### config.mk
export PLATFORM = sky130hd
export DESIGN_NAME = serial_logic_unit_flat
export DESIGN_NICKNAME = d
export VERILOG_FILES = /design/src/rtl/serial_logic_unit_if.sv /design/src/rtl/serial_logic_unit.sv /design/src/flat_wrapper.sv
export SDC_FILE = /design/constraint.sdc
export NUM_CORES = 1
export LEC_CHECK = 0
export BUFFER_PORTS_ARGS = -buffer_cell sky130_fd_sc_hd__buf_4
export CORE_UTILIZATION = 51
export DETAILED_ROUTE_END_ITERATION = 16
export GPL_TIMING_DRIVEN = 0
export MAX_ROUTING_LAYER = met4
export PLACE_DENSITY = 0.78
export SYNTH_ARGS = -nofsm -noshare
export SYNTH_HDL_FRONTEND = slang
export SYNTH_SLANG_ARGS = --single-unit
### constraint.sdc
create_clock -name clk -period 2.75 [get_ports clk]
set_input_delay 0.825 -clock clk [delete_from_list [all_inputs] [get_ports clk]]
set_output_delay 0.825 -clock clk [all_outputs]
set_load 0.02 [all_outputs]
### src/rtl/serial_logic_unit_if.sv
// ---------------------------------------------------------------------------
// serial_logic_unit_if
//
// Purpose: bundles the request/result signals of serial_logic_unit.
//
// Handshake: the requester raises start with op/a/b valid. start is only
// looked at while busy is low. The edge that sees start=1 with busy low
// accepts the request. No other start is taken until done has pulsed and
// busy has dropped. done is a one-cycle pulse and out is valid during it.
// out then holds until the next completion.
//
// Signals:
//   start  requester -> unit   request strobe
//   op     requester -> unit   2-bit opcode (00 OR, 01 AND, 10 XOR, 11 NOT a)
//   a, b   requester -> unit   WIDTH-bit operands
//   busy   unit -> requester   high while an operation is in flight
//   done   unit -> requester   one-cycle completion pulse
//   out    unit -> requester   WIDTH-bit registered result
//   zr     unit -> requester   out == 0 flag (only with SERIAL_ZR_EN)
//
// Build option: define SERIAL_ZR_EN to add the zr flag.
// ---------------------------------------------------------------------------
interface serial_logic_unit_if #(
    parameter int WIDTH = 16
);
    logic             start;
    logic [1:0]       op;
    logic [WIDTH-1:0] a;
    logic [WIDTH-1:0] b;
    logic             busy;
    logic             done;
    logic [WIDTH-1:0] out;
`ifdef SERIAL_ZR_EN
    logic             zr;

    modport master (output start, op, a, b, input busy, done, out, zr);
    modport slave  (input start, op, a, b, output busy, done, out, zr);
`else
    modport master (output start, op, a, b, input busy, done, out);
    modport slave  (input start, op, a, b, output busy, done, out);
`endif
endinterface

### src/rtl/serial_logic_unit.sv
// ---------------------------------------------------------------------------
// serial_logic_unit
//
// Purpose: bit-serial WIDTH-bit logic unit. A single 1-bit gate slice is
// reused once per cycle, LSB first. The result bits collect in an
// accumulator. out is loaded only when the last bit is computed, so it
// never shows a partial result.
//
// Ports:
//   clk          rising-edge clock
//   rst_n        asynchronous active-low reset
//   bus          serial_logic_unit_if.slave (start/op/a/b in, busy/done/out[/zr] out)
//   o_dbg_state  current FSM state (0 IDLE, 1 RUN, 2 DONE)
//
// Build option: SERIAL_ZR_EN adds the zr flag. zr is 1 when out == 0.
//
// Timing: edge E0 accepts start. Edges E1..E_WIDTH evaluate bits
// 0..WIDTH-1. done and the new out are visible in the cycle after E_WIDTH.
// ---------------------------------------------------------------------------
module serial_logic_unit #(
    parameter int WIDTH = 16
) (
    input  logic                 clk,
    input  logic                 rst_n,
    serial_logic_unit_if.slave   bus,
    output logic [1:0]           o_dbg_state
);

    localparam int CNT_W = (WIDTH > 1) ? $clog2(WIDTH) : 1;
    localparam logic [CNT_W-1:0] LAST_BIT = CNT_W'(WIDTH - 1);

    typedef enum logic [1:0] {
        ST_IDLE = 2'd0,
        ST_RUN  = 2'd1,
        ST_DONE = 2'd2
    } state_t;

    state_t           r_state;
    logic [CNT_W-1:0] r_cnt;
    logic [WIDTH-1:0] r_a;
    logic [WIDTH-1:0] r_b;
    logic [1:0]       r_op;
    logic [WIDTH-1:0] r_acc;
    logic [WIDTH-1:0] r_out;
    logic             r_busy;
    logic             r_done;
`ifdef SERIAL_ZR_EN
    logic             r_nz;
    logic             r_zr;
`endif

    logic             w_a_bit;
    logic             w_b_bit;
    logic             w_gate_bit;
    logic [WIDTH-1:0] w_acc_next;

    // The shared gate slice works on the operand bits selected by the counter.
    assign w_a_bit = r_a[r_cnt];
    assign w_b_bit = r_b[r_cnt];

    always_comb begin
        w_gate_bit = 1'b0;
        case (r_op)
            2'b00:   w_gate_bit = w_a_bit | w_b_bit;
            2'b01:   w_gate_bit = w_a_bit & w_b_bit;
            2'b10:   w_gate_bit = w_a_bit ^ w_b_bit;
            default: w_gate_bit = ~w_a_bit;   // NOT a; b is ignored
        endcase
    end

    // The accumulator value including this cycle's bit. The last bit feeds
    // out directly, so completion needs no extra cycle.
    assign w_acc_next = r_acc | (WIDTH'(w_gate_bit) << r_cnt);

    always_ff @(posedge clk or negedge rst_n) begin
        if (!rst_n) begin
            r_state <= ST_IDLE;
            r_cnt   <= '0;
            r_a     <= '0;
            r_b     <= '0;
            r_op    <= 2'b00;
            r_acc   <= '0;
            r_out   <= '0;
            r_busy  <= 1'b0;
            r_done  <= 1'b0;
`ifdef SERIAL_ZR_EN
            r_nz    <= 1'b0;
            r_zr    <= 1'b1;
`endif
        end else begin
            case (r_state)
                ST_IDLE: begin
                    r_done <= 1'b0;
                    if (bus.start) begin
                        r_a     <= bus.a;
                        r_b     <= bus.b;
                        r_op    <= bus.op;
                        r_cnt   <= '0;
                        r_acc   <= '0;
`ifdef SERIAL_ZR_EN
                        r_nz    <= 1'b0;
`endif
                        r_busy  <= 1'b1;
                        r_state <= ST_RUN;
                    end
                end
                ST_RUN: begin
                    r_acc <= w_acc_next;
`ifdef SERIAL_ZR_EN
                    r_nz  <= r_nz | w_gate_bit;
`endif
                    if (r_cnt == LAST_BIT) begin
                        r_out   <= w_acc_next;
`ifdef SERIAL_ZR_EN
                        r_zr    <= ~(r_nz | w_gate_bit);
`endif
                        r_done  <= 1'b1;
                        r_state <= ST_DONE;
                    end else begin
                        r_cnt <= r_cnt + CNT_W'(1);
                    end
                end
                ST_DONE: begin
                    // start is ignored on this edge. The next accept can
                    // happen one edge later, from IDLE.
                    r_done  <= 1'b0;
                    r_busy  <= 1'b0;
                    r_state <= ST_IDLE;
                end
                default: begin
                    r_done  <= 1'b0;
                    r_busy  <= 1'b0;
                    r_state <= ST_IDLE;
                end
            endcase
        end
    end

    assign bus.busy    = r_busy;
    assign bus.done    = r_done;
    assign bus.out     = r_out;
`ifdef SERIAL_ZR_EN
    assign bus.zr      = r_zr;
`endif
    assign o_dbg_state = r_state;

endmodule

### src/flat_wrapper.sv
// flat-port wrapper written by rule: the top's interface ports become plain ports
module serial_logic_unit_flat 
#(
    parameter int WIDTH = 16
)
  (clk, rst_n, o_dbg_state, bus_start, bus_op, bus_a, bus_b, bus_busy, bus_done, bus_out);
  serial_logic_unit_if #(.WIDTH(WIDTH)) bus_i ();
  input  logic clk;
  input  logic rst_n;
  output logic [1:0] o_dbg_state;
  input wire logic [$bits(bus_i.start)-1:0] bus_start;
  input wire logic [$bits(bus_i.op)-1:0] bus_op;
  input wire logic [$bits(bus_i.a)-1:0] bus_a;
  input wire logic [$bits(bus_i.b)-1:0] bus_b;
  output wire logic [$bits(bus_i.busy)-1:0] bus_busy;
  output wire logic [$bits(bus_i.done)-1:0] bus_done;
  output wire logic [$bits(bus_i.out)-1:0] bus_out;
  assign bus_i.start = bus_start;
  assign bus_i.op = bus_op;
  assign bus_i.a = bus_a;
  assign bus_i.b = bus_b;
  assign bus_busy = bus_i.busy;
  assign bus_done = bus_i.done;
  assign bus_out = bus_i.out;
  serial_logic_unit #(.WIDTH(WIDTH)) u_core (.clk(clk), .rst_n(rst_n), .bus(bus_i), .o_dbg_state(o_dbg_state));
endmodule
==> metrics.md, run 1 <==
| Metric | Value |
|---|---|
| CP Cell Sequence | buf_6 -> buf_8 -> mux4_2 -> mux4_2 -> inv_2 -> ha_4 -> nor2b_4 -> o31ai_2 -> buf_4 -> a41oi_4 -> a31oi_1 |
| Initial antenna violation count | 0 |
| Final setup vio count | 5 |
| Nets@finish | 470 |
| Clk buf depth | 2 |
| Internal Power | 0.00339 W |
| Final Hold Viols | 0 |
| Hold Crit Class | reg -> reg |
| All-layer global routing usage | 0.243 |
| Mean Syn Cell Area | about 10 um^2 |
| Sequential share of power | 0.330 |
| Largest net degree at the start of global routing | 75 |
| Final WS setup | -0.0409 ns |
| Slowest CP cell | mux4_2 |
| Post-synthesis register bit count | 74 |
| Worst-path fanout max | 6 |
| Arrival @ worst endpoint | around 3 ns |
| Primary FF master, synth | dfrtp_1 |
| Clock skew | approximately 0.009 ns |
| Root buf cell | clkbuf_8 |
| Antenna-violating nets left | 0 |
| CTS H-tree depth | 3 |
| CORE AREA | approximately 6800 um^2 |
| Worst hold slack | 0.476 ns |
| Pre-CTS WS | -0.274 ns |
| Most used cell, CP | mux4_2 |
| DRC Markers | 0 |
| Psw | between 0.002 and 0.0025 W |
| Placed Cells | 493 |
| Worst EP required | between 2 and 3 ns |
| Drt wl/cell | 15.3 um |
| Critical path endpoint category | flop |
| # diodes | 0 |
| Register area share after synthesis | 0.521 |
| DRT Pass-1 Iters | 4 |
| Die H | 85.5 um |
| GP Congestion | approximately 0.92 |
| R2R depth | 11 |
| TritonCTS Buffers | 9 |
| Area contributors post-synth | dfrtp_1 (52%), nand2_1 (13%), mux2_2 (4.8%) |
| Slew Limit Fails | 0 |
| FMAX | roughly 360 MHz |
| Critical path type | reg -> reg |
| Clk slew on worst S/H paths | ~0.070 ns |
| Largest area contributor in the netlist | dfrtp_1 |
| Vias | ~2,800 |
| Mapped Cells | around 360 |
| Detail Placement HPWL | roughly 5400 um |
| First-pass GRT wire length | about 13,000 um |
| Outcome | finished, violations left |
| Io pins | 57 |
| Area grow syn2layout | 24.9% |
| Final min period | 2.79 ns |
| Power Dens Cells | around 1300 nW/um^2 |
| Initial Util | 0.526 |
| Sw Share | 0.393 |
| Syn nets | 397 |
| Share of cells above drive strength 1 | 0.292 |
| Top cell type's share of synthesized area | 0.521 |
| Port Buffers | 56 |
| Worst slew pin tran | about 0.92 ns |
| # Max-Cap Violations | 0 |
| Count of different cell masters after synthesis | 51 |
| Via density | ~5.5 |
| Failing checks | setup timing |
| Synth warnings | 0 |
| FILL cells | between 500 and 600 |
| DR iter-0 viols | ~180 |
| Unrepaired setup endpoints after global routing | yes |
| Die area | 7310 um^2 |
| Mapped Area | ~3600 um^2 |
| Worst hold path depth | 2 |
| Fin crit share | 1.01 |
| LEAKAGE | between 2 and 2.5 nW |
| Clock network power share | 0.167 |
| Async SR Flop Fraction | 1.00 |
| # rows | 30 |
| Startpoint Class | flop |
| Comb pwr share | 0.503 |
| Slew HR | 0.390 |
| CTS tree | done |
| Crit-path max cell delay | about 0.52 ns |
| Number of synthesized flops with an enable pin | 0 |
| Cell Count, Final, Fillers Out | about 520 |
| Aggregate global routing overflow | 0 |
| Clock Sink Count | 74 |
| Die X | between 80 and 90 um |
| Final Routed Wirelength | around 7900 um |
| Vias in the first global route | approximately 2,800 |
| Worst VDD drop | between 0.0005 and 0.0006 V |
| Clock Latency Late Sink | ~0.35 ns |
-- power groups by stage --
| stage | logic [W] | registers [W] | clock network, W |
|---|---|---|---|
| after CTS | 0.00264 | 0.00184 | 0.000943 |
| after floorplan | 0.00156 | 0.00194 | 0 |
| after global placement | 0.00232 | 0.00184 | 0 |
| after detailed placement | 0.00237 | 0.00186 | 0 |
| after global routing | 0.00304 | 0.00191 | 0.000986 |
| final | 0.00281 | 0.00184 | 0.000932 |
-- registers in the layout, indices dropped and copies added (netlist names) --
| signal | count |
|---|---|
| u_core.r_acc | 16 |
| u_core.r_b | 16 |
| u_core.r_op | 2 |
| u_core.r_cnt | 4 |
| u_core.bus.done | 1 |
| u_core.bus.out | 16 |
| u_core.r_a | 16 |
| u_core.o_dbg_state | 2 |
| u_core.bus.busy | 1 |
-- cells by family after synthesis --
| logic type | Yosys count | synth area share |
|---|---|---|
| compound gates | 39 | 0.0894 |
| fa+ha+maj | 3 | 0.0106 |
| buf+inv | 31 | 0.0422 |
| flops | 74 | 0.521 |
| mux | 29 | 0.110 |
| simple gates | 181 | 0.227 |
-- path summary, 6_finish.rpt --
kind / from / slack [ns] / endpoint
worst max-delay path: u_core.r_cnt[0]$_DFFE_PN0P_ / -0.04 / u_core.bus.out[14]$_DFFE_PN0P_
min in group asynchronous: rst_n / 0.60 / u_core.bus.out[7]$_DFFE_PN0P_
worst max register to register: u_core.r_cnt[0]$_DFFE_PN0P_ / -0.04 / u_core.bus.out[14]$_DFFE_PN0P_
worst min-delay path: u_core.r_b[1]$_DFFE_PN0P_ / 0.48 / u_core.r_b[1]$_DFFE_PN0P_
worst min register to register: u_core.r_b[1]$_DFFE_PN0P_ / 0.48 / u_core.r_b[1]$_DFFE_PN0P_
max in group asynchronous: rst_n / 1.55 / u_core.bus.out[14]$_DFFE_PN0P_
-- final cells by class --
type,instances,area [um^2],area share
plain buffers,23,126,0.0285
multi-input cells,252,1630,0.367
clock buffers,10,138,0.0310
clock inverters,6,80.1,0.0180
flip-flops and latches,74,1850,0.417
well taps,80,100,0.0225
inverters,7,26.3,0.00592
repair buffers,63,489,0.110
-- what timing repair did --
action | in CTS | in global routing
hold buffers | 0 | 0
pin swaps | 4 | 4
buffers inserted | 5 | 2
gates resized for setup | 8 | 10
setup endpoints to repair | 20 | 20
-- routing by layer --
metal	track usage	up-vias	routed length (um)
met5	-	-	0
met2	0.391	76	3800
met3	0.0606	11	392
li1	-	1371	-
met1	0.310	1358	3570
met4	0.0667	0	94
-- cell usage in the layout (no fill, tap or decap), drive strengths merged, types with 7 or more instances in the layout --
cell type  netlist  final
buf             11     75
clkbuf          13     21
dfrtp           74     74
inv              7      7
mux2            17     17
mux2i            7      7
nand2          120    120
nand3           11     11
nand4            8      8
nor2            12     12
o211ai           8      8
o21ai            8      8
-- synth_stat cells, drive strengths merged (2+ instances only) --
cell / instances
dfrtp: 74
a31oi: 5
or2: 2
o31ai: 2
inv: 7
clkbuf: 13
o21ai: 8
nand2: 120
nand2b: 3
o211ai: 8
a32o: 5
nor2b: 4
and3: 3
and2b: 2
buf: 11
a21oi: 2
mux2: 17
nor3: 4
nand3b: 2
nand3: 11
mux4: 5
and2: 3
ha: 3
nor2: 12
nand4: 8
mux2i: 7
-- per-stage QoR --
stage / util / total power [W] / instance area, um^2 / setup TNS [ns]
after floorplan: - / 0.00349 / 3560 / 0
after global routing: 0.657 / 0.00594 / 4440 / -0.963
after CTS: 0.649 / 0.00543 / 4380 / -0.0972
after detailed placement: 0.604 / 0.00423 / 4080 / -1.88
final: 0.657 / 0.00559 / 4440 / -0.139
after global placement: 0.604 / 0.00415 / 4080 / -1.24
-- critical path: cells and delay by family (launching register included) --
kind | cells | cell delay (ns)
AOI/OAI and AO/OA | 3 | 0.49
and+or+nand+nor | 1 | 0.10
muxes | 2 | 1.00
buffers and inverters | 4 | 0.51
DFF | 1 | 0.37
adders and majority gates | 1 | 0.20
No activity file was read; power rests on OpenSTA's default activity.
==> run 2, diff against run 1 <==
--- a/config.mk
+++ b/config.mk
@@ -5,12 +5,13 @@
 export SDC_FILE = /design/constraint.sdc
 export NUM_CORES = 1
 export LEC_CHECK = 0
+export ABC_AREA = 1
 export BUFFER_PORTS_ARGS = -buffer_cell sky130_fd_sc_hd__buf_4
-export CORE_UTILIZATION = 51
+export CORE_UTILIZATION = 50
 export DETAILED_ROUTE_END_ITERATION = 16
 export GPL_TIMING_DRIVEN = 0
 export MAX_ROUTING_LAYER = met4
-export PLACE_DENSITY = 0.78
+export PLACE_DENSITY = 0.77
 export SYNTH_ARGS = -nofsm -noshare
 export SYNTH_HDL_FRONTEND = slang
 export SYNTH_SLANG_ARGS = --single-unit
==> run 2 against run 1 <==
Compared with the run above: the flow finishes with violations (DRC); design area down 5.4%; sequential power about the same; synthesized area decreased by 3.2%; utilization decreased by 1.0 points; critical path depth is 6 higher; critical path type unchanged.
==> metrics.md, run 2 <==
| Metric | Value |
|---|---|
| Antenna-violating nets left | 0 (unchanged) |
| Vias | 2,996 (+6.4%) |
| CTS H-tree depth | 3 (unchanged) |
| Area contributors post-synth | dfrtp_1 (54%), nand2_1 (18%), inv_1 (4.8%) |
| Startpoint Class | flop |
| Arrival @ worst endpoint | 2.92 ns (-0.09 ns) |
| First-pass GRT wire length | 13,100 um (-1.5%) |
| Initial Util | 0.530 (+0.00347) |
| Met3 Use GR | 0.0302 (-0.0305) |
| DR iter-0 viols | 220 (+24%) |
| Initial antenna violation count | 0 (unchanged) |
| Slew HR | 0.379 (-0.0107) |
| LEAKAGE | 2.23 nW (+0.47%) |
| CP Cell Sequence | buf_6 -> nand2_1 -> o21ai_0 -> nor3_1 -> nor2_1 -> o31ai_1 -> nand2_1 -> ha_1 -> nor3_1 -> nor2_1 -> nand3_2 -> nand3_2 -> nor2_4 -> nand3_1 -> nand2_1 -> nand2_1 -> nand2_1 |
| Die area | 7220 um^2 (-1.3%) |
| Fin crit share | 0.958 (-0.0565) |
| Top cell type's share of synthesized area | 0.538 (+0.0174) |
| Final Routed Wirelength | 7610 um (-3.1%) |
| Clock skew | 0.0159 ns (+0.00690 ns) |
| Via density | 5.18 (-5.2%) |
| Drt wl/cell | 13.2 um (-14%) |
| DRC Markers | 6 (+6) |
| TritonCTS Buffers | 9 (unchanged) |
| Primary FF master, synth | dfrtp_1 |
| Detail Placement HPWL | 5280 um (-2.3%) |
| FILL cells | 544 (-5.4%) |
| Synth cell count leaders | nand2_1 (167), dfrtp_1 (74), inv_1 (44), a21oi_1 (27), o21ai_0 (20) |
| Slew Limit Fails | 0 (unchanged) |
| Share of cells above drive strength 1 | 0.198 (-0.0943) |
| Clk slew on worst S/H paths | 0.07 ns (about the same) |
| DRT Pass-1 Iters | 11 (+7) |
| Most frequent cells in the layout | nand2_1 (166), dfrtp_1 (72), buf_4 (58) |
| FMAX | 379 MHz (+5.9%) |
| Most used cell, CP | nand2_1 |
| All-layer global routing usage | 0.236 (-0.00731) |
| Final setup vio count | 0 (-5) |
| Crit-path max cell delay | 0.46 ns (-0.06 ns) |
| Die H | 85.0 um (-0.64%) |
| Mapped Cells | 427 (+20%) |
| Clock Latency Late Sink | 0.35 ns (about the same) |
| Met1 Usage GRT | 0.318 (+0.00848) |
| # Max-Cap Violations | 0 (unchanged) |
| Worst slew pin tran | 0.931 ns (+0.0160 ns) |
| Critical path type | reg -> reg |
| # diodes | 0 (unchanged) |
| Top-count cell post-synth | nand2_1 |
| Mean Syn Cell Area | 8.06 um^2 (-19%) |
| Setup TNS | 0 ns (+0.139 ns) |
| Power Dens Cells | 1160 nW/um^2 (-7.8%) |
| Tot Pwr | 0.00487 W (-13%) |
| Root buf cell | clkbuf_8 |
| Die X | 85.0 um (-0.64%) |
| Slowest CP cell | dfrtp_2 |
| Largest net degree at the start of global routing | 75 (unchanged) |
| Most common cell after layout, fill and taps aside | nand2_1 |
| Worst-path fanout max | 10 (+4) |
| # rows | 29 (-3.3%) |
| Hold buffer count at CTS | 0 (unchanged) |
| Placed Cells | 560 (+14%) |
| Clock Sink Count | 74 (unchanged) |
| Worst EP required | 3.04 ns (+0.07 ns) |
| Async SR Flop Fraction | 1.00 (unchanged) |
| Area grow syn2layout | 22.1% |
| Vias in the first global route | 2,939 (+4.2%) |
| Hold Crit Class | reg -> reg |
| Failing checks | DRC |
| Largest area contributor in the netlist | dfrtp_1 |
| Most Used Layer, Global Route | met2 |
| CORE AREA | 6490 um^2 (-3.9%) |
| Register area share after synthesis | 0.538 (+0.0174) |
| Io pins | 57 (unchanged) |
| Clk buf depth | 2 (unchanged) |
| Utilization after layout | 0.647 (-0.0103) |
| Cell Count, Final, Fillers Out | 578 (+12%) |
| Mapped Area | 3440 um^2 (-3.2%) |
| Cell family with most CP delay | simple AND/OR/NAND/NOR gates |
| Nets@finish | 536 (+14%) |
| Outcome | finished, violations left |
| Post-synthesis register bit count | 74 (unchanged) |
| Final Hold Viols | 0 (unchanged) |
| Worst path bufs/invs | 1 (-3) |
| Final min period | 2.64 ns (-0.155 ns) |
| Worst VDD drop | 0.000476 V (-6.1%) |
| CTS tree | done |
| Cell area after layout | 4200 um^2 (-5.4%) |
| Aggregate global routing overflow | 0 (unchanged) |
| Met2 Use GR | 0.367 (-0.0247) |
| Unrepaired setup endpoints after global routing | no |
| Count of different cell masters after synthesis | 29 (-43%) |
| Post-placement cell area | 3960 um^2 (-2.9%) |
| Synth warnings | 0 (unchanged) |
| GP Congestion | 0.871 (-5.2%) |
| Number of synthesized flops with an enable pin | 0 (unchanged) |
| Syn nets | 467 (+18%) |
| Port Buffers | 56 (unchanged) |
| Critical path endpoint category | flop |
## run 2: path summary, 6_finish.rpt
path / cells after the start / to / slack (ns) / from
min reg2reg: 2 / u_core.bus.out[5]$_DFFE_PN0P_ / 0.48 / u_core.bus.out[5]$_DFFE_PN0P_
max reg2reg: 17 / u_core.bus.out[10]$_DFFE_PN0P_ / 0.11 / u_core.r_cnt[0]$_DFFE_PN0P_
min: 2 / u_core.bus.out[5]$_DFFE_PN0P_ / 0.48 / u_core.bus.out[5]$_DFFE_PN0P_
max in group asynchronous: 1 / u_core.r_cnt[1]$_DFFE_PN0P_ / 1.47 / rst_n
min in group asynchronous: 1 / u_core.r_b[13]$_DFFE_PN0P_ / 0.58 / rst_n
max: 17 / u_core.bus.out[10]$_DFFE_PN0P_ / 0.11 / u_core.r_cnt[0]$_DFFE_PN0P_
## run 2: power breakdown
group | switching [W] | total (W) | internal (W)
sequential | 0.000265 | 0.00181 | 0.00154
combinational | 0.00139 | 0.00221 | 0.000819
clock | 0.000386 | 0.000855 | 0.000469
total | 0.00204 | 0.00487 | 0.00283
## run 2: cell families after synthesis
family / count (synthesis) / share of synthesized area
flip-flops: 74 / 0.538
buffers and inverters: 66 / 0.0796
adder cells (fa/ha/maj): 3 / 0.0109
AO/OA/AOI/OAI: 60 / 0.0953
AND/OR/NAND/NOR: 224 / 0.276
## run 2: area by class of cell
class	count	area [um^2]	area share
Multi-Input combinational cell	287	1340	0.319
Tap cell	77	96.3	0.0229
Buffer	20	105	0.0250
Sequential cell	74	1850	0.441
Inverter	46	173	0.0411
Clock inverter	2	35.0	0.00834
Clock buffer	14	163	0.0387
Timing Repair Buffer	58	435	0.104
## run 2: tightest hold or removal path: stages (launching register included)
cell     delay [ns]
dfrtp_1        0.35
nand2_1        0.05
nand2_1        0.05
## run 2: per-stage QoR
step | setup slack, ns | hold WS (ns)
2_1_floorplan | 0.481 | 0.434
5_1_grt | 0.00625 | 0.496
3_3_place_gp | 0.110 | 0.458
3_5_place_dp | 0.0388 | 0.459
6_report | 0.114 | 0.476
4_1_cts | 0.0162 | 0.475
## run 2: repair_timing
| action | 4_1_cts | 5_1_grt |
|---|---|---|
| buffers inserted | 0 | 2 |
| gates resized for setup | 0 | 10 |
| setup endpoints to repair | 0 | 25 |
## run 2: layer usage
metal	vias up	part of all wire	wire length, um
met3	12	0.040	308
met4	0	0.015	113
met5	-	0	0
li1	1493	-	-
met1	1418	0.48	3660
met2	73	0.46	3530
